$ cat config.mk
export PLATFORM = sky130hd
export DESIGN_NAME = uart_tx_fifo
export DESIGN_NICKNAME = d
export VERILOG_FILES = /design/src/rtl/serial_pkg.sv /design/src/rtl/sync_fifo.sv /design/src/rtl/uart_tx_fifo.sv
export SDC_FILE = /design/constraint.sdc
export NUM_CORES = 1
export LEC_CHECK = 0
export ABC_AREA = 1
export CORE_UTILIZATION = 60
export DETAILED_ROUTE_END_ITERATION = 8
export DONT_BUFFER_PORTS = 1
export PLACE_DENSITY_LB_ADDON = 0.08
export RECOVER_POWER = 25
export SKIP_LAST_GASP = 1
export SLEW_MARGIN = 20
export SYNTH_ARGS = -nofsm -noshare
export SYNTH_HDL_FRONTEND = slang
export SYNTH_SLANG_ARGS = --single-unit
$ cat constraint.sdc
create_clock -name clk -period 3.03 [get_ports clk]
set_input_delay 0.303 -clock clk [delete_from_list [all_inputs] [get_ports clk]]
set_output_delay 0.303 -clock clk [all_outputs]
set_load 0.03 [all_outputs]
$ cat src/rtl/serial_pkg.sv
// Shared definitions for the serial transmit path: parity modes, FSM state
// encoding and the parity helper used when a word is loaded.
package serial_pkg;

   localparam int PAR_NONE = 0;
   localparam int PAR_EVEN = 1;
   localparam int PAR_ODD  = 2;

   localparam int PARITY_MAX_W = 16;

   typedef enum logic [2:0] {
      ST_IDLE,
      ST_START,
      ST_DATA,
      ST_PARITY,
      ST_STOP
   } tx_state_t;

   // Callers zero-extend narrower words; the extra zero bits leave the XOR unchanged.
   function automatic logic parity_bit(input logic [PARITY_MAX_W-1:0] word,
                                       input int                      mode);
      return (mode == PAR_ODD) ? ~(^word) : ^word;
   endfunction

endpackage

$ cat src/rtl/sync_fifo.sv
// Single-clock FIFO with show-ahead read data and a registered occupancy count;
// full/empty decode only from the occupancy register.
module sync_fifo #(
   parameter int WIDTH = 8,
   parameter int DEPTH = 4
) (
   input  logic                       clk,
   input  logic                       rst_n,
   input  logic                       wr_en,
   input  logic [WIDTH-1:0]           wr_data,
   input  logic                       rd_en,
   output logic [WIDTH-1:0]           rd_data,
   output logic                       full,
   output logic                       empty,
   output logic [$clog2(DEPTH):0]     level
);

   localparam int PTR_W = $clog2(DEPTH);
   localparam logic [PTR_W:0] FULL_LEVEL = (PTR_W+1)'(DEPTH);

   logic [WIDTH-1:0] mem_q [DEPTH];
   logic [PTR_W-1:0] wr_ptr_q, wr_ptr_d;
   logic [PTR_W-1:0] rd_ptr_q, rd_ptr_d;
   logic [PTR_W:0]   level_q, level_d;
   logic             do_wr, do_rd;

   assign full  = (level_q == FULL_LEVEL);
   assign empty = (level_q == '0);
   assign do_wr = wr_en && !full;
   assign do_rd = rd_en && !empty;

   always_comb begin
      wr_ptr_d = wr_ptr_q;
      rd_ptr_d = rd_ptr_q;
      level_d  = level_q;
      if (do_wr) wr_ptr_d = wr_ptr_q + PTR_W'(1);
      if (do_rd) rd_ptr_d = rd_ptr_q + PTR_W'(1);
      case ({do_wr, do_rd})
         2'b10:   level_d = level_q + (PTR_W+1)'(1);
         2'b01:   level_d = level_q - (PTR_W+1)'(1);
         default: level_d = level_q;
      endcase
   end

   always_ff @(posedge clk or negedge rst_n) begin
      if (!rst_n) begin
         wr_ptr_q <= '0;
         rd_ptr_q <= '0;
         level_q  <= '0;
      end else begin
         wr_ptr_q <= wr_ptr_d;
         rd_ptr_q <= rd_ptr_d;
         level_q  <= level_d;
      end
   end

   always_ff @(posedge clk) begin
      if (do_wr) mem_q[wr_ptr_q] <= wr_data;
   end

   assign rd_data = mem_q[rd_ptr_q];
   assign level   = level_q;

endmodule

$ cat src/rtl/uart_tx_fifo.sv
// Buffered UART transmitter: words enter a FIFO via valid/ready and are
// serialised back-to-back as start, data (LSB first), optional parity, stop.
module uart_tx_fifo
   import serial_pkg::*;
#(
   parameter int DATA_W       = 8,
   parameter int CLKS_PER_BIT = 1,
   parameter int PARITY       = 1,
   parameter int STOP_BITS    = 1,
   parameter int FIFO_DEPTH   = 4
) (
   input  logic                          clk,
   input  logic                          rst_n,
   input  logic [DATA_W-1:0]             tx_data,
   input  logic                          tx_valid,
   output logic                          tx_ready,
   output logic                          drop,
   output logic                          Tx,
   output logic                          busy,
   output logic [$clog2(FIFO_DEPTH):0]   level
);

   localparam int CNT_W = (CLKS_PER_BIT > 1) ? $clog2(CLKS_PER_BIT) : 1;
   localparam int IDX_W = (DATA_W > 1) ? $clog2(DATA_W) : 1;

   localparam logic [CNT_W-1:0] LAST_CNT  = CNT_W'(CLKS_PER_BIT - 1);
   localparam logic [IDX_W-1:0] LAST_IDX  = IDX_W'(DATA_W - 1);
   localparam logic [IDX_W-1:0] LAST_STOP = IDX_W'(STOP_BITS - 1);

   tx_state_t         state_q;
   logic [CNT_W-1:0]  cnt_q;
   logic [IDX_W-1:0]  idx_q;
   logic [DATA_W-1:0] shift_q;
   logic              par_q;
   logic              tx_q;
   logic              drop_q;

   logic              fifo_full, fifo_empty;
   logic [DATA_W-1:0] fifo_rd_data;
   logic              bit_end, last_stop, pop;

   sync_fifo #(
      .WIDTH (DATA_W),
      .DEPTH (FIFO_DEPTH)
   ) u_fifo (
      .clk     (clk),
      .rst_n   (rst_n),
      .wr_en   (tx_valid),
      .wr_data (tx_data),
      .rd_en   (pop),
      .rd_data (fifo_rd_data),
      .full    (fifo_full),
      .empty   (fifo_empty),
      .level   (level)
   );

   assign tx_ready  = !fifo_full;
   assign bit_end   = (cnt_q == LAST_CNT);
   assign last_stop = (state_q == ST_STOP) && bit_end && (idx_q == LAST_STOP);
   // A pop happens from idle or on the last stop cycle, so frames run back-to-back.
   assign pop       = !fifo_empty && ((state_q == ST_IDLE) || last_stop);

   always_ff @(posedge clk or negedge rst_n) begin
      if (!rst_n) begin
         state_q <= ST_IDLE;
         cnt_q   <= '0;
         idx_q   <= '0;
         shift_q <= '0;
         par_q   <= 1'b0;
         tx_q    <= 1'b1;
      end else if (state_q == ST_IDLE) begin
         cnt_q <= '0;
         idx_q <= '0;
         if (pop) begin
            shift_q <= fifo_rd_data;
            par_q   <= parity_bit(PARITY_MAX_W'(fifo_rd_data), PARITY);
            tx_q    <= 1'b0;
            state_q <= ST_START;
         end
      end else if (!bit_end) begin
         cnt_q <= cnt_q + CNT_W'(1);
      end else begin
         cnt_q <= '0;
         case (state_q)
            ST_START: begin
               tx_q    <= shift_q[0];
               shift_q <= shift_q >> 1;
               idx_q   <= '0;
               state_q <= ST_DATA;
            end
            ST_DATA: begin
               if (idx_q == LAST_IDX) begin
                  idx_q <= '0;
                  if (PARITY != PAR_NONE) begin
                     tx_q    <= par_q;
                     state_q <= ST_PARITY;
                  end else begin
                     tx_q    <= 1'b1;
                     state_q <= ST_STOP;
                  end
               end else begin
                  idx_q   <= idx_q + IDX_W'(1);
                  tx_q    <= shift_q[0];
                  shift_q <= shift_q >> 1;
               end
            end
            ST_PARITY: begin
               idx_q   <= '0;
               tx_q    <= 1'b1;
               state_q <= ST_STOP;
            end
            ST_STOP: begin
               if (idx_q == LAST_STOP) begin
                  idx_q <= '0;
                  if (pop) begin
                     shift_q <= fifo_rd_data;
                     par_q   <= parity_bit(PARITY_MAX_W'(fifo_rd_data), PARITY);
                     tx_q    <= 1'b0;
                     state_q <= ST_START;
                  end else begin
                     tx_q    <= 1'b1;
                     state_q <= ST_IDLE;
                  end
               end else begin
                  idx_q <= idx_q + IDX_W'(1);
               end
            end
            default: begin
               tx_q    <= 1'b1;
               state_q <= ST_IDLE;
            end
         endcase
      end
   end

   always_ff @(posedge clk or negedge rst_n) begin
      if (!rst_n) drop_q <= 1'b0;
      else        drop_q <= tx_valid && !tx_ready;
   end

   assign Tx   = tx_q;
   assign busy = (state_q != ST_IDLE);
   assign drop = drop_q;

endmodule

# After elaboration in Yosys (flattened, before gate mapping)
# Memory sizes are Yosys's and may differ from the RTL's.
# Cells that the tools add are included.
# word_totals
regBits,25
latchBits,0
mem_bits_rw,32
mem_bits_ro,0
inputBits,11
output_inout_bits,7
elab_cells,91
n_memories,1
# memory_table
memory,depth,width,read_ports,rd_ports_with_merged_regs,write_ports,line_no,rtl
u_fifo.mem_q,4,8,1,0,1,sync_fifo.sv:21,logic [WIDTH-1:0] mem_q [DEPTH];
# op_classes
add_sub_neg,6
mul,0
n_div,0
n_lt_le_gt_ge,0
n_eq_ne,13
n_shift,0
muxes,35
bitwise_logic,1
reduce_logical,25
# ops
cell,n
$mux 8,5
$mux 3,9
$pmux 8 s3,1
$mux 1,16
$reduce_xor 16->1,1
$pmux 3 s4,1
$eq 3x3->1 const B,3
$logic_not 3->1,3
$pmux 3 s3,1
$reduce_and 4->1,2
$reduce_bool 4->1,2
$add 3x1->3 const B,2
$eq 3x2->1 const B,2
$logic_and 1x1->1,6
$ne 3x3->1 const B,2
$pmux 3 s2,1
$reduce_and 3->1,2
$reduce_bool 2->1,3
$add 2x1->2 const B,2
$ne 2x1->1 const B,2
$eq 3x1->1 const B,1
$ne 3x1->1 const B,1
$pmux 1 s3,1
$reduce_bool 3->1,1
9 further kinds,10

# Logic depth before layout (Yosys ltp)
# Gate-level depths: netlist of the first run.
# logic_depth
word_depth,10
mapped_depth,14
mapped_depth_nobuf,13

# Modules after synthesis
# From an unflattened synthesis of the first run, not the netlist that was laid out.
# unflattened
cells_unflattened,317
hier_area_um2,2909.0
# modules_own_cells
module,instances,cells_per_inst,area_per_inst_um2,seq_area_each_um2
sync_fifo,1,154,1741.7,1136.1
uart_tx_fifo,1,163,1167.4,426.7

# Worst setup path after synthesis of the first run
# Ideal clock, no wire load.
# synth_timing
path_kind,flip-flop to flip-flop
start,reg u_fifo.level_q[1] (netlist: u_fifo.level[1])
end,reg u_fifo.level_q[2] (netlist: u_fifo.level[2])
setup_time_ns,0.131
arrival_ns,2.202
required_ns,2.899
path_slack_ns,0.697
path_stages_with_launch,9
path_buffers,0
synth_period_minus_slack_ns,2.333
cell_sequence,dfrtp_1 > inv_1 > nand3_1 > nand2_1 > ha_1 > fa_1 > a21oi_1 > o21ai_0 > xor2_1
# synth_via
word_cells_on_any_way,13
classes_between,add/sub (2); eq/ne (3); mux (1); reduce/logical (7)
# synth_lines
element,line_no,rtl
"start, declared",sync_fifo.sv:24,"logic [PTR_W:0] level_q, level_d;"
"start signal, assigned",sync_fifo.sv:53,level_q <= level_d;
$eq 3x3->1 *,sync_fifo.sv:27,assign full = (level_q == FULL_LEVEL);
$logic_not 1->1 *,--,
net tx_ready,uart_tx_fifo.sv:16,"output logic tx_ready,"
$logic_and 1x1->1 *,sync_fifo.sv:29,assign do_wr = wr_en && !full;
$eq 2x1->1 / $eq 2x2->1 (equally long branches),sync_fifo.sv:38,"case ({do_wr, do_rd})"
$pmux 3 s2 / $reduce_bool 2->1 (equally long branches),--,
# Mark *: on every way through the listed nets, which the timed path passes. The rest lies on a longest branch.
# A chain may end at the register's enable or synchronous reset.

# Final worst setup path of the first run
# layout_timing
start,reg idx_q[0]
end,reg u_fifo.level_q[2] (netlist: u_fifo.level[2])
# layout_via
elab_chain_cells,7
word_cells_on_any_way,9
classes_between,eq/ne (2); mux (1); reduce/logical (6)
# layout_lines
element,line_no,rtl
"start, declared",uart_tx_fifo.sv:32,logic [IDX_W-1:0] idx_q;
"start signal, assigned",uart_tx_fifo.sv:102,idx_q <= idx_q + IDX_W'(1);
"start signal, assigned",uart_tx_fifo.sv:125,idx_q <= idx_q + IDX_W'(1);
$logic_not 3->1 *,uart_tx_fifo.sv:59,assign last_stop = (state_q == ST_STOP) && bit_end && (idx_q == LAST_STOP);
$logic_and 1x1->1 *,uart_tx_fifo.sv:59,
$logic_or 1x1->1 *,uart_tx_fifo.sv:61,assign pop = !fifo_empty && ((state_q == ST_IDLE) || last_stop);
$logic_and 1x1->1 *,uart_tx_fifo.sv:61,
$logic_and 1x1->1 *,sync_fifo.sv:30,assign do_rd = rd_en && !empty;
$eq 2x1->1 / $eq 2x2->1 (equally long branches),sync_fifo.sv:38,
$pmux 3 s2 / $reduce_bool 2->1 (equally long branches),--,
# Every way passes the cells marked *; elsewhere a longest branch is shown, timed or not.

==> results.tsv, run 1 <==
metric	value	unit
coreArea	4410	um2
diodes	0	
synth-seq-area-share	0.557	
multi_input_area	1060	um2
clk_pin_slew	90	ps
antenna_found_initial	0	
p_leak	1.38	nW
place.port_buffers	0	
synth-seq-cells	56	
placed_area	2840	um2
gp_congestion	0.827	
maxCapViolCount	0	
area_growth	4.32	%
hold_path_class	in -> async	
power.switching	1.57	mW
ir_drop	0.455	mV
avgSynthCellArea	9.30	um2
dp_hpwl	3540	um
rr_endpoint	u_fifo.level[2]$_DFFE_PN0P_	
powerDensity	1160	nW/um2
die_area	4960	um2
finalPower	3.39	mW
drv_slew	0	
fp.dieH	70.4	um
required	3210	ps
synth.area.top_cells	edfxtp_1 (34%), dfrtp_1 (20%), nand2_1 (15%)	
drive_gt1_frac	0.104	
design_area	2930	um2
fill_cells	357	
insertion_delay	300	ps
syn-num-nets	322	
status	finished with violations	
clock-sinks	56	
worst_path_most_repeated_cell	inv_1	
netlist_top_cells_count	nand2_1 (113), edfxtp_1 (32), inv_1 (24), nand3_1 (24), dfrtp_1 (23)	
grt_remaining_overflow	0	
htree_levels	2	
rows	24	
tns	0	ps
p_clk_frac	0.111	
die_x	70.4	um
fin_skew	12.0	ps
drt_iter0_markers	104	
wl_per_cell	13.4	um
timing.slew.headroom	0.451	
rsz0062_at_grt	no	
yosys_most_used_dff	edfxtp_1	
swShare	0.463	
post-route-drc-count	0	
fin_ws	586	ps
route.met2.wl	2390	um
synth_edf_count	32	
fmax	0.409	GHz
p_seq_frac	0.385	
r2r_slack	590	ps
routed.top_layer	met4	
grt_pass1_wl	7960	um
grt_max_degree	25	
arrival	2620	ps
finalCritPeriodShare	0.807	
netlist.area_leader.share	0.342	
vias	1899	
route.met3.wl	179	um
rr_startpoint	idx_q[0]$_DFFE_PN0P_	
ctsLongestPathBuffers	2	
cts_buffers	5	
tightest_slew	820	ps
synth_cell_types	31	
violations	hold timing	
fin_crit	2440	ps
grt_usage	0.210	
synth_cells	302	
synth.cell_area	2810	um2
pwr-share-comb	0.504	
setup_viol	0	
cts_tree	done	
m1WireLength	2210	um
critPathLaunchType	flop	
critPathMaxFanout	13	
cpPeakStageDelay	380	ps
cts_root_buffer	clkbuf_8	
end_kind	flop	
grt_pass1_vias	1741	
worstPathCellList	inv_1, ha_1, inv_1, nor2_1, nor2_2, nor2_1, nand2_2, inv_1, ha_1, fa_1, a21oi_1, o21ai_0, xor2_1	
yosys.cell_count.top_type	nand2_1	
holdWs	-36.7	ps
regArea	1560	um2
detail-route-antenna-nets	0	
async_flop_share	0.429	
place_ws	575	ps
nets	328	
hold_viol	23	
avgViaCountPerCell	5.26	
power.internal	1.82	mW
yosys_warnings	0	
crit_path_top_delay_cell	fa_1	
ff2ff_path_depth	13	
yosysTopAreaCell	edfxtp_1	
drt_wl_total	4820	um
io_pins	18	
crit_type	reg -> reg	
initial_core_util	0.636	
first_pass_iters	4	
-- registers in the layout, summed over array words and instances (netlist names) --
register and count:
u_fifo.mem_q 32, shift_q 8, idx_q 3, state_q 3, u_fifo.level 3, u_fifo.rd_ptr_q 2
u_fifo.wr_ptr_q 2, Tx 1, drop 1, par_q 1
-- timing repair --
action | in CTS | in global routing
hold buffers | 1 | 0
gates resized for setup | 0 | 0
hold endpoints to repair | 24 | 0
endpoints found under the setup margin | 0 | 0
buffers inserted | 0 | 0
-- worst max path at each step --
stage / startpoint / to / slack [ps] / cells past startpoint
after CTS: idx_q[0]$_DFFE_PN0P_ / u_fifo.level[2]$_DFFE_PN0P_ / 560 / 13
after floorplan: u_fifo.level[1]$_DFFE_PN0P_ / u_fifo.level[2]$_DFFE_PN0P_ / 700 / 8
after global routing: idx_q[0]$_DFFE_PN0P_ / u_fifo.level[2]$_DFFE_PN0P_ / 390 / 13
final: idx_q[0]$_DFFE_PN0P_ / u_fifo.level[2]$_DFFE_PN0P_ / 590 / 13
after global placement: idx_q[0]$_DFFE_PN0P_ / u_fifo.level[2]$_DFFE_PN0P_ / 660 / 13
after detailed placement: idx_q[0]$_DFFE_PN0P_ / u_fifo.level[2]$_DFFE_PN0P_ / 580 / 13
-- power by group through the flow --
stage                     sequential (mW)  combinational (mW)  clock [mW]
after floorplan                      1.25                1.47           0
after global placement               1.32                1.66           0
after detailed placement             1.32                1.71           0
after CTS                            1.30                1.72       0.382
after global routing                 1.33                1.94       0.411
final                                1.30                1.71       0.377
-- cells in the final DEF (no fill, tap or decap), types with 2 or more instances in the layout --
cell,Yosys,final
a21oi_1,9,9
buf_4,0,5
clkbuf_1,0,3
clkbuf_8,0,5
dfrtp_1,23,23
edfxtp_1,32,32
ha_1,8,8
inv_1,24,24
inv_2,4,4
nand2_1,113,113
nand2_2,5,5
nand2_4,2,2
nand3_1,24,24
nor2_1,17,17
nor2_2,5,5
o21ai_0,4,4
o22ai_1,7,7
xor2_1,4,4
-- critical path: cells and delay by family (launching register included) --
kind | cells | cell delay, ps
flip-flops | 1 | 360
adder cells (fa/ha/maj) | 3 | 820
XOR/XNOR | 1 | 150
buffers and inverters | 3 | 270
AND/OR/NAND/NOR | 4 | 500
AO/OA/AOI/OAI | 2 | 240
-- cell families after synthesis --
group,after synthesis,synth area share
flops,56,0.557
xor+xnor,5,0.0156
fa+ha+maj,9,0.0428
buf+inv,36,0.0642
compound gates,26,0.0588
simple gates,170,0.262
-- cell type report --
type	count	share of cell area
well taps	52	0.0222
clock buffers	8	0.0273
multi-input cells	210	0.364
inverters	29	0.0389
flip-flops and latches	56	0.534
repair buffers	6	0.0145
-- routing by layer --
layer  track usage  up-vias
li1              -      986
met1         0.282      874
met2         0.346       35
met3        0.0447        4
met4        0.0600        0
met5             0        -
-- metrics by stage --
step / cells / utilization
after floorplan: 302 / -
after global placement: 352 / 0.644
after detailed placement: 352 / 0.644
after CTS: 361 / 0.665
after global routing: 361 / 0.664
final: 361 / 0.664
No activity file was read; power rests on OpenSTA's default activity.
==> run 2: changes to the inputs <==
- clock period: 3.03 -> 2.3 ns (I/O delays scaled with it)
==> run 2 against run 1 <==
  * Critical path depth did not move
  * Cell area rose by 5.6%
  * Core utilization rose by 3.7 points
  * Hold slack improved by 41 ps
  * Fmax rose by 16%
  * The run now ends clean
  * Die area did not move
  * Worst setup slack got worse by 400 ps
  * Combinational power rose by 46%
  * Clock skew fell by 3.7 ps
  * Largest cell class unchanged
  * Via count rose by 6.4%
  * Wire length rose by 3.3%
  * Register-to-register slack got worse by 400 ps
==> results.tsv, run 2 (synthesis results as in run 1) <==
metric	value	unit	change
wl_per_cell	13.2	um	-1.3%
powerDensity	1510	nW/um2	+30%
clk_pin_slew	100	ps	about the same
first_pass_iters	4		unchanged
area_growth	10.1	%	
maxCapViolCount	0		unchanged
io_pins	18		unchanged
rsz0062_at_grt	no		
drive_gt1_frac	0.141		+0.0375
fmax	0.474	GHz	+16%
status	finished, final reports clean		
grt_pass1_vias	1894		+8.8%
arrival	2320	ps	-300 ps
vias	2021		+6.4%
ctsLongestPathBuffers	2		unchanged
initial_core_util	0.636		unchanged
critPathMaxFanout	3		-10
grt_max_degree	25		unchanged
clock-sinks	56		unchanged
dp_hpwl	3530	um	-0.36%
hold_path_class	in -> reg		
reg.largest.list	u_fifo.mem_q: 32 flops, shift_q: 8 flops		
tightest_slew	1310	ps	+489 ps
die_x	70.4	um	unchanged
fp.dieH	70.4	um	unchanged
rows	24		unchanged
grt_remaining_overflow	0		unchanged
crit_type	reg -> reg		
grt_usage	0.221		+0.0105
cts_root_buffer	clkbuf_8		
avgViaCountPerCell	5.35		+1.6%
hold_viol	0		-100%
cts_tree	done		
largest_reg_flops	32		unchanged
diodes	0		unchanged
most-common-layout-cells	nand2_1 (113), edfxtp_1 (32), inv_1 (24)		
r2r_slack	190	ps	-400 ps
place.port_buffers	0		unchanged
insertion_delay	310	ps	about the same
critPathLaunchType	flop		
holdWs	4.44	ps	+41.1 ps
cts_buffers	5		unchanged
die_area	4960	um2	unchanged
finalCritPeriodShare	0.917		+0.111
drv_slew	0		unchanged
tns	0	ps	unchanged
layout_commonest_cell	nand2_1		
fin_crit	2110	ps	-334 ps
timing.slew.headroom	0.127		-0.324
largest-register	u_fifo.mem_q		
end_kind	flop		
fin_skew	8.31	ps	-3.70 ps
ir_drop	0.735	mV	+62%
p_leak	1.45	nW	+5.3%
setup_viol	0		unchanged
drt_iter0_markers	132		+27%
post-route-drc-count	0		unchanged
grt_pass1_wl	8490	um	+6.6%
drt_wl_total	4980	um	+3.3%
nets	345		+5.2%
gp_congestion	0.833		+0.73%
detail-route-antenna-nets	0		unchanged
required	2510	ps	-700 ps
coreArea	4410	um2	unchanged
antenna_found_initial	0		unchanged
htree_levels	2		unchanged
-- run 2: cell types whose count changed in the layout (fill, tap and decap cells not counted), sizes merged --
cell	before	now
buf	6	15
clkbuf	8	6
dlygate4sd3	0	7
clkinv	0	1
clkinvlp	0	2
-- run 2: worst paths after layout --
kind / startpoint / end / cells past startpoint
worst max-delay path: idx_q[0]$_DFFE_PN0P_ / u_fifo.level[2]$_DFFE_PN0P_ / 13
min in group asynchronous: rst_n / state_q[2]$_DFFE_PN0P_ / 2
worst min register to register: par_q$_DFFE_PN0P_ / par_q$_DFFE_PN0P_ / 2
worst min-delay path: tx_valid / drop$_DFF_PN0_ / 2
worst max register to register: idx_q[0]$_DFFE_PN0P_ / u_fifo.level[2]$_DFFE_PN0P_ / 13
max in group asynchronous: rst_n / shift_q[7]$_DFFE_PN0P_ / 2
-- run 2: cell type report --
cell class	count	area [um2]
flip-flops and latches	56	1560
fillers	366	1320
multi-input cells	210	1080
repair buffers	23	186
inverters	29	114
clock buffers	5	68.8
well taps	52	65.1
clock inverters	3	18.8
-- run 2: layer usage --
layer	up-vias	wire, um	global-route usage
met3	8	158	0.0375
met5	-	0	0
li1	1028	-	-
met4	0	66	0.0844
met2	33	2510	0.363
met1	952	2250	0.293
-- run 2: critical path, stage by stage, from the launching register on --
cell and delay, ps:
dfrtp_1 360, inv_1 70, ha_1 190, inv_1 50
nor2_1 40, nor2_2 160, nor2_1 70, nand2_2 60
inv_1 50, ha_1 230, fa_2 360, a21oi_2 130
o21ai_1 80, xor2_1 140
-- run 2: repair_timing --
| item | CTS | global route |
|---|---|---|
| resized for setup | 0 | 3 |
| hold buffers | 2 | 6 |
| hold endpoints to repair | 24 | 18 |
| setup buffers | 0 | 0 |
| setup endpoints to repair | 0 | 1 |
-- run 2: power breakdown --
| group | switching, mW | total, mW | internal [mW] |
|---|---|---|---|
| Combinational | 1.60 | 2.50 | 0.895 |
| Clock | 0.318 | 0.529 | 0.211 |
| Sequential | 0.219 | 1.63 | 1.41 |
-- run 2: stage by stage --
step	instances	area, um2	power (mW)	util	worst slack, ps
finish	378	3090	4.65	0.700	190
global route	378	3090	5.08	0.700	32.1
CTS	372	3040	4.65	0.689	168
detailed placement	362	2920	4.11	0.662	189
global placement	362	2920	4.06	0.662	220
floorplan	302	2810	3.59	-	134
==> run 3: changes to the inputs <==
- CELL_PAD_IN_SITES_DETAIL_PLACEMENT: default -> 1
- CELL_PAD_IN_SITES_GLOBAL_PLACEMENT: default -> 2
- CORE_UTILIZATION: 60 -> 40
==> run 3 against run 2 <==
  * First-iteration DRC count is 62% lower
  * Global-route usage shrank 5.3 points
  * Core utilization is 24 points lower
  * Via count decreased by 2.0%
  * Combinational power up 3%
  * Total power is 1.3% higher
  * Count of clock-buffer cells in the layout grew 1
  * Cell area up 1.3%
  * Critical path type unchanged
  * Largest cell class unchanged
==> results.tsv, run 3 (synthesis results as in run 1) <==
metric	value	unit	change
status	finished, final reports clean		
layout_commonest_cell	nand2_1		
drt_wl_total	5700	um	+14%
grt_pass1_vias	1945		+2.7%
cts_tree	done		
routed.top_layer	met4		
finalPower	4.72	mW	+1.3%
grt_remaining_overflow	0		unchanged
maxCapViolCount	0		unchanged
drive_gt1_frac	0.139		-0.00222
insertion_delay	310	ps	about the same
area_growth	11.5	%	
drt_iter0_markers	50		-62%
clock-sinks	56		unchanged
grt_usage	0.168		-0.0530
hold_viol	0		unchanged
setup_viol	0		unchanged
ctsLongestPathBuffers	2		unchanged
clk_pin_slew	100	ps	about the same
wl_per_cell	13.6	um	+2.9%
dp_hpwl	4170	um	+18%
crit_type	reg -> reg		
detail-route-antenna-nets	0		unchanged
timing.slew.headroom	0.101		-0.0258
route.met2.wl	2810	um	+12%
fin_crit	2120	ps	+11.0 ps
drv_slew	0		unchanged
arrival	2310	ps	about the same
first_pass_iters	4		unchanged
vias	1980		-2.0%
ir_drop	0.435	mV	-41%
tightest_slew	1350	ps	+38.7 ps
finalCritPeriodShare	0.922		+0.00478
die_x	85.8	um	+22%
fmax	0.472	GHz	-0.52%
htree_levels	2		unchanged
io_pins	18		unchanged
worst_path_most_repeated_cell	inv_1		
fin_skew	9.28	ps	+0.973 ps
tns	0	ps	unchanged
grt_max_degree	25		unchanged
die_area	7360	um2	+48%
initial_core_util	0.413		-0.223
largest_reg_flops	32		unchanged
cts_buffers	5		unchanged
grt_pass1_wl	9390	um	+11%
crit_path_top_delay_cell	dfrtp_1		
p_leak	1.45	nW	-0.34%
hold_path_class	in -> reg		
required	2490	ps	-20 ps
multi_input_area	1080	um2	unchanged
fp.dieH	85.8	um	+22%
end_kind	flop		
diodes	0		unchanged
antenna_found_initial	0		unchanged
coreArea	6790	um2	+54%
most-common-layout-cells	nand2_1 (113), edfxtp_1 (32), inv_1 (24)		
rows	30		+25%
place.port_buffers	0		unchanged
nets	343		-0.58%
worstPathCellList	inv_1, ha_1, inv_1, nor2_1, nor2_2, nor2_1, nand2_2, inv_1, ha_1, fa_2, a21oi_2, o21ai_1, xor2_1		
critPathMaxFanout	3		unchanged
m1WireLength	2730	um	+21%
reg.largest.list	u_fifo.mem_q: 32 flops, shift_q: 8 flops		
post-route-drc-count	0		unchanged
fill_cells	797		+120%
largest-register	u_fifo.mem_q		
route.met3.wl	115	um	-27%
regArea	1560	um2	unchanged
critPathLaunchType	flop		
avgViaCountPerCell	4.71		-12%
cpPeakStageDelay	360	ps	about the same
cts_root_buffer	clkbuf_8		
gp_congestion	0.727		-13%
powerDensity	1510	nW/um2	about the same
fin_util	0.461		-0.240
[run 3: cell count changes in the layout (fill, tap and decap cells not counted)]
cell / delta
dlygate4sd3_1: -1
inv_6: +1
clkinvlp_4: -1
clkinv_1: -1
clkbuf_1: +1
buf_4: -1
[run 3: timing repair]
| action | CTS | global route |
|---|---|---|
| endpoints found under the hold margin | 24 | 17 |
| resized for setup | 0 | 3 |
| setup buffers | 0 | 0 |
| hold buffers | 2 | 5 |
| setup endpoints to repair | 0 | 1 |
[run 3: cell type report]
type	instances	area share
Clock buffer	6	0.0232
Clock inverter	2	0.00520
Inverter	29	0.0364
Multi-Input combinational cell	210	0.344
Sequential cell	56	0.499
Tap cell	96	0.0384
Timing Repair Buffer	21	0.0540
[run 3: through the flow]
step                hold WS [ps]  area, um2  cells  setup slack, ps
floorplan                  -65.6       2810    302              134
CTS                         3.26       3090    415              122
detailed placement         -64.9       2970    405              146
finish                      19.2       3130    420              179
global placement           -64.8       2970    405              217
global route                3.35       3130    420            -8.45
[run 3: layer usage]
| metal | vias up | global-route usage |
|---|---|---|
| li1 | 1022 | - |
| met1 | 937 | 0.219 |
| met2 | 17 | 0.289 |
| met3 | 4 | 0.0327 |
| met4 | 0 | 0.0409 |
| met5 | - | 0 |
[run 3: worst paths after layout]
kind	cells past startpoint	slack (ps)	end	startpoint
worst max-delay path	13	180	u_fifo.level[2]$_DFFE_PN0P_	idx_q[0]$_DFFE_PN0P_
worst min-delay path	0	20	u_fifo.mem_q[1][1]$_DFFE_PP_	tx_data[1]
worst max register to register	13	180	u_fifo.level[2]$_DFFE_PN0P_	idx_q[0]$_DFFE_PN0P_
worst min register to register	2	500	par_q$_DFFE_PN0P_	par_q$_DFFE_PN0P_
max in group asynchronous	2	750	u_fifo.wr_ptr_q[1]$_DFFE_PN0P_	rst_n
min in group asynchronous	2	760	shift_q[4]$_DFFE_PN0P_	rst_n
[run 3: report_power, final]
part | leakage, nW | total (mW) | internal [mW] | switching [mW]
Combinational | 0.824 | 2.58 | 0.888 | 1.69
Sequential | 0.581 | 1.60 | 1.41 | 0.189
Clock | 0.0418 | 0.541 | 0.220 | 0.321
[run 3: critical path, delay by kind of cell, from the launching register on]
kind	cells	cell delay, ps
flops	1	360
simple gates	4	340
fa+ha+maj	3	790
compound gates	2	200
buf+inv	3	170
xor+xnor	1	140
==> patch 1 (config.mk and constraints of run 3) <==
Change the parameter `PARITY` from 1 to 0.
--- a/src/rtl/uart_tx_fifo.sv
+++ b/src/rtl/uart_tx_fifo.sv
@@ -5,7 +5,7 @@
 #(
    parameter int DATA_W       = 8,
    parameter int CLKS_PER_BIT = 1,
-   parameter int PARITY       = 1,
+   parameter int PARITY       = 0,
    parameter int STOP_BITS    = 1,
    parameter int FIFO_DEPTH   = 4
 ) (
Function: no difference found for any inputs over 10 cycles, from zero or initial values and one cycle with rst_n low; that may be too few to reach the edited logic, so the function may still have changed.
==> patch 1 against run 3 <==
- combinational power down 21%
- first-iteration DRC count up 80%
- synthesized area down 7.7%
- non-clock buffer count up 4
- largest power group unchanged
- hold slack better by 0.24 ns
- routed wire length down 3.6%
- count of clock-buffer cells in the layout unchanged
- clock skew down 0.0049 ns
- power down 9.7%
- critical endpoint unchanged
- utilization up 2.4 points
- highest routed layer unchanged
- worst setup slack better by 0.021 ns
- sequential cell count down 1
- design area down 5.6%
==> patch 1: results (changes against run 3) <==
leak pwr 1.342 nW (was 1.446 nW); initial drt markers 90 (was 50); vias in the first global route 1850 (was 1945); Post-CTS Hold Buffers 7 (was 2); Avg Vias per Cell 4.943 (was 4.714); footprint of the multi-input gates 888.4 µm² (was 1076 µm²); Syn Area/Cell 9.673 µm² (was 9.297 µm²); drt wl/cell 14.88 µm (was 13.56 µm); commonest cells in the netlist 74 x nand2_1, 32 x edfxtp_1, 30 x inv_1, 22 x dfrtp_1, 21 x nor2_1 (was 113 x nand2_1, 32 x edfxtp_1, 24 x inv_1, 24 x nand3_1, 23 x dfrtp_1); placer congestion estimate 0.7682 (was 0.7270); R2R cell count 11 (was 13); headroom to the max-slew limit 10.52% (was 10.12%); M1 WL 2.722 mm (was 2.729 mm); hold depth 3 (was 0); area of all placed cells without fillers 2957 µm² (was 3131 µm²); syn_nets 288 (was 322); Fill cells 712 (was 797); most area-consuming cells after synthesis edfxtp_1 37%, dfrtp_1 21%, nand2_1 11% (was edfxtp_1 34%, dfrtp_1 20%, nand2_1 15%); worst vdd ir 0.8047 mV (was 0.4349 mV); Max Clock Skew 0.004372 ns (was 0.009285 ns); ClkCell Share 3.386% (was 2.838%); GR Util met1 25.05% (was 21.88%); Yosys cell types 29 (was 31); first-pass GRT wire length 9.101 mm (was 9.390 mm); Final WS setup 0.1998 ns (was 0.1792 ns); layout cells sized above 1 13.95% (was 13.89%); inverter count 34 (was 29); pin count of the biggest net entering global routing 24 (was 25); combinational power share 47.6% (was 54.7%); count of multi-input gates 172 (was 210); GRT met3 Usage 4.615% (was 3.272%); HP Start tx_valid (was tx_data[1]); non-clock buffer count in the final layout 25 (was 21); Clk power 0.583 mW (was 0.541 mW); met3 WL 142 µm (was 115 µm); Switching Power 1.883 mW (was 2.199 mW); Min-Delay Endpoint u_fifo.wr_ptr_q[0]$_DFFE_PN0P_ (was u_fifo.mem_q[1][1]$_DFFE_PP_); register area share after synthesis 59.31% (was 55.66%); Post-DP Area 2753 µm² (was 2972 µm²); nets 313 (was 343); HPWL after detailed placement 3.820 mm (was 4.172 mm); power share of the clock group 13.7% (was 11.5%); status complete, no violations (unchanged); hold_ws 0.2557 ns (was 0.01920 ns); Signal buf overhead 7.067% (was 5.396%); Yosys reg bits 55 (was 56)
[patch 1: changes by cell type after synthesis, moves of 2 or more]
cell      change
buf_6         -4
nor2_1        +4
clkbuf_1      +2
a21oi_1       +4
inv_1         +6
nand2_2       -2
nand2_1      -39
nand3_1       -4
o22ai_1       -6
buf_2         +2
nand3_2       +2
o21ai_0       +6
[patch 1: cell families (layout without fill, tap and decap cells)]
logic type               after synthesis  in the layout  synth area share (%)
AO/OA/AOI/OAI                         29             29                 6.081
XOR/XNOR                               5              5                 1.689
adder cells (fa/ha/maj)                9              9                 4.633
buffers and inverters                 41             67                 6.419
flip-flops                            55             55                 59.31
multiplexers                           1              1                0.4343
AND/OR/NAND/NOR                      128            128                 21.43
[patch 1: critical path, cell delays in order, from the launching register on]
cell and delay (ns):
dfrtp_1 0.38, inv_1 0.06, ha_1 0.19, nand2_1 0.11
nand2_1 0.11, nand3_2 0.09, inv_2 0.04, ha_1 0.23
fa_1 0.38, a21oi_1 0.13, o21ai_0 0.11, xor2_1 0.15
==> patch 2 (settings of run 3) <==
Without the edit above. Encoding of `tx_state_t`: now one-hot (5 bits for 5 states).
--- a/src/rtl/serial_pkg.sv
+++ b/src/rtl/serial_pkg.sv
@@ -8,12 +8,12 @@
 
    localparam int PARITY_MAX_W = 16;
 
-   typedef enum logic [2:0] {
-      ST_IDLE,
-      ST_START,
-      ST_DATA,
-      ST_PARITY,
-      ST_STOP
+   typedef enum logic [4:0] {
+      ST_IDLE   = 5'b00001,
+      ST_START  = 5'b00010,
+      ST_DATA   = 5'b00100,
+      ST_PARITY = 5'b01000,
+      ST_STOP   = 5'b10000
    } tx_state_t;
 
    // Callers zero-extend narrower words; the extra zero bits leave the XOR unchanged.
Function: same outputs for any inputs over 10 cycles, from zero or initial values and one cycle with rst_n low; not proved beyond that.
==> patch 2 against run 3 <==
- the run now ends with capacitance limit, slew limit left
- design area rose by 12%
- clock skew hardly changed
- power increased by 13%
- first-iteration DRC count is 10% higher
- fmax is 1.1% lower
- worst setup slack worse by 0.024 ns
- sequential cell count grew 2
- routed wire length increased by 14%
- synthesized area rose by 8.3%
- critical endpoint unchanged
- largest cell class unchanged
==> patch 2: results (changes against run 3) <==
status complete, but fails checks (was complete, no violations); violated checks capacitance limit, slew limit; Signal buf overhead 5.766% (was 5.396%); setup slack at placement 0.1577 ns (was 0.1459 ns); Post-CTS Hold Buffers 11 (was 2); first-pass GRT wire length 11.02 mm (was 9.390 mm); count of multi-input gates 228 (was 210); area of all placed cells without fillers 3493 µm² (was 3131 µm²); commonest cells in the netlist 111 x nand2_1, 32 x edfxtp_1, 31 x nor2_1, 29 x inv_1, 24 x dfrtp_1 (was 113 x nand2_1, 32 x edfxtp_1, 24 x inv_1, 24 x nand3_1, 23 x dfrtp_1); placer congestion estimate 0.7322 (was 0.7270); Max-Cap Viols 1 (was 0); leak pwr 1.652 nW (was 1.446 nW); Post-Synth Adder-Cell Area 3.951% (was 4.278%); asr flop ratio synth 44.83% (was 42.86%); GRT met3 Usage 3.601% (was 3.272%); register area share after synthesis 53.09% (was 55.66%); Critical Path Source state_q[0]$_DFFE_PN1P_ (was idx_q[0]$_DFFE_PN0P_); Clock Buffer Count 10 (was 6); Syn Area/Cell 9.130 µm² (was 9.297 µm²); nets 381 (was 343); # H-tree levels 3 (was 2); Seq. pwr 1.66 mW (was 1.60 mW); pin count of the biggest net entering global routing 27 (was 25); vias in the first global route 2301 (was 1945); Largest regs u_fifo.mem_q (32), shift_q (8), state_q (5) (was u_fifo.mem_q (32), shift_q (8)); Sink Count 58 (was 56); Pins Over Slew Limit 26 (was 0); Switching Power 2.354 mW (was 2.199 mW); Critical-path top delay cell dfstp_2 (was dfrtp_1)
==> patch 2: cell types whose count changed in the layout (fill, tap and decap cells not counted), sizes merged, moves of 4 or more <==
cell | run 3 | this run
a21oi | 10 | 3
clkbuf | 7 | 11
inv | 30 | 40
nor2 | 23 | 34
dlygate4sd3 | 6 | 10
nand2 | 120 | 128
==> patch 2: path summary, 6_finish.rpt <==
kind | to | slack (ns) | cells past startpoint
max | u_fifo.level[2]$_DFFE_PN0P_ | 0.15 | 10
max reg2reg | u_fifo.level[2]$_DFFE_PN0P_ | 0.15 | 10
min in group asynchronous | state_q[4]$_DFFE_PN0P_ | 0.80 | 2
max in group asynchronous | drop$_DFF_PN0_ | 0.62 | 2
min | u_fifo.wr_ptr_q[0]$_DFFE_PN0P_ | 0.25 | 3
min reg2reg | par_q$_DFFE_PN0P_ | 0.49 | 2
==> patch 2: per-layer routing <==
layer  wire length (µm)  vias up
met4                 97        0
li1                   -     1122
met2               3189       19
met3                112        8
met5                  0        -
met1               3085     1026
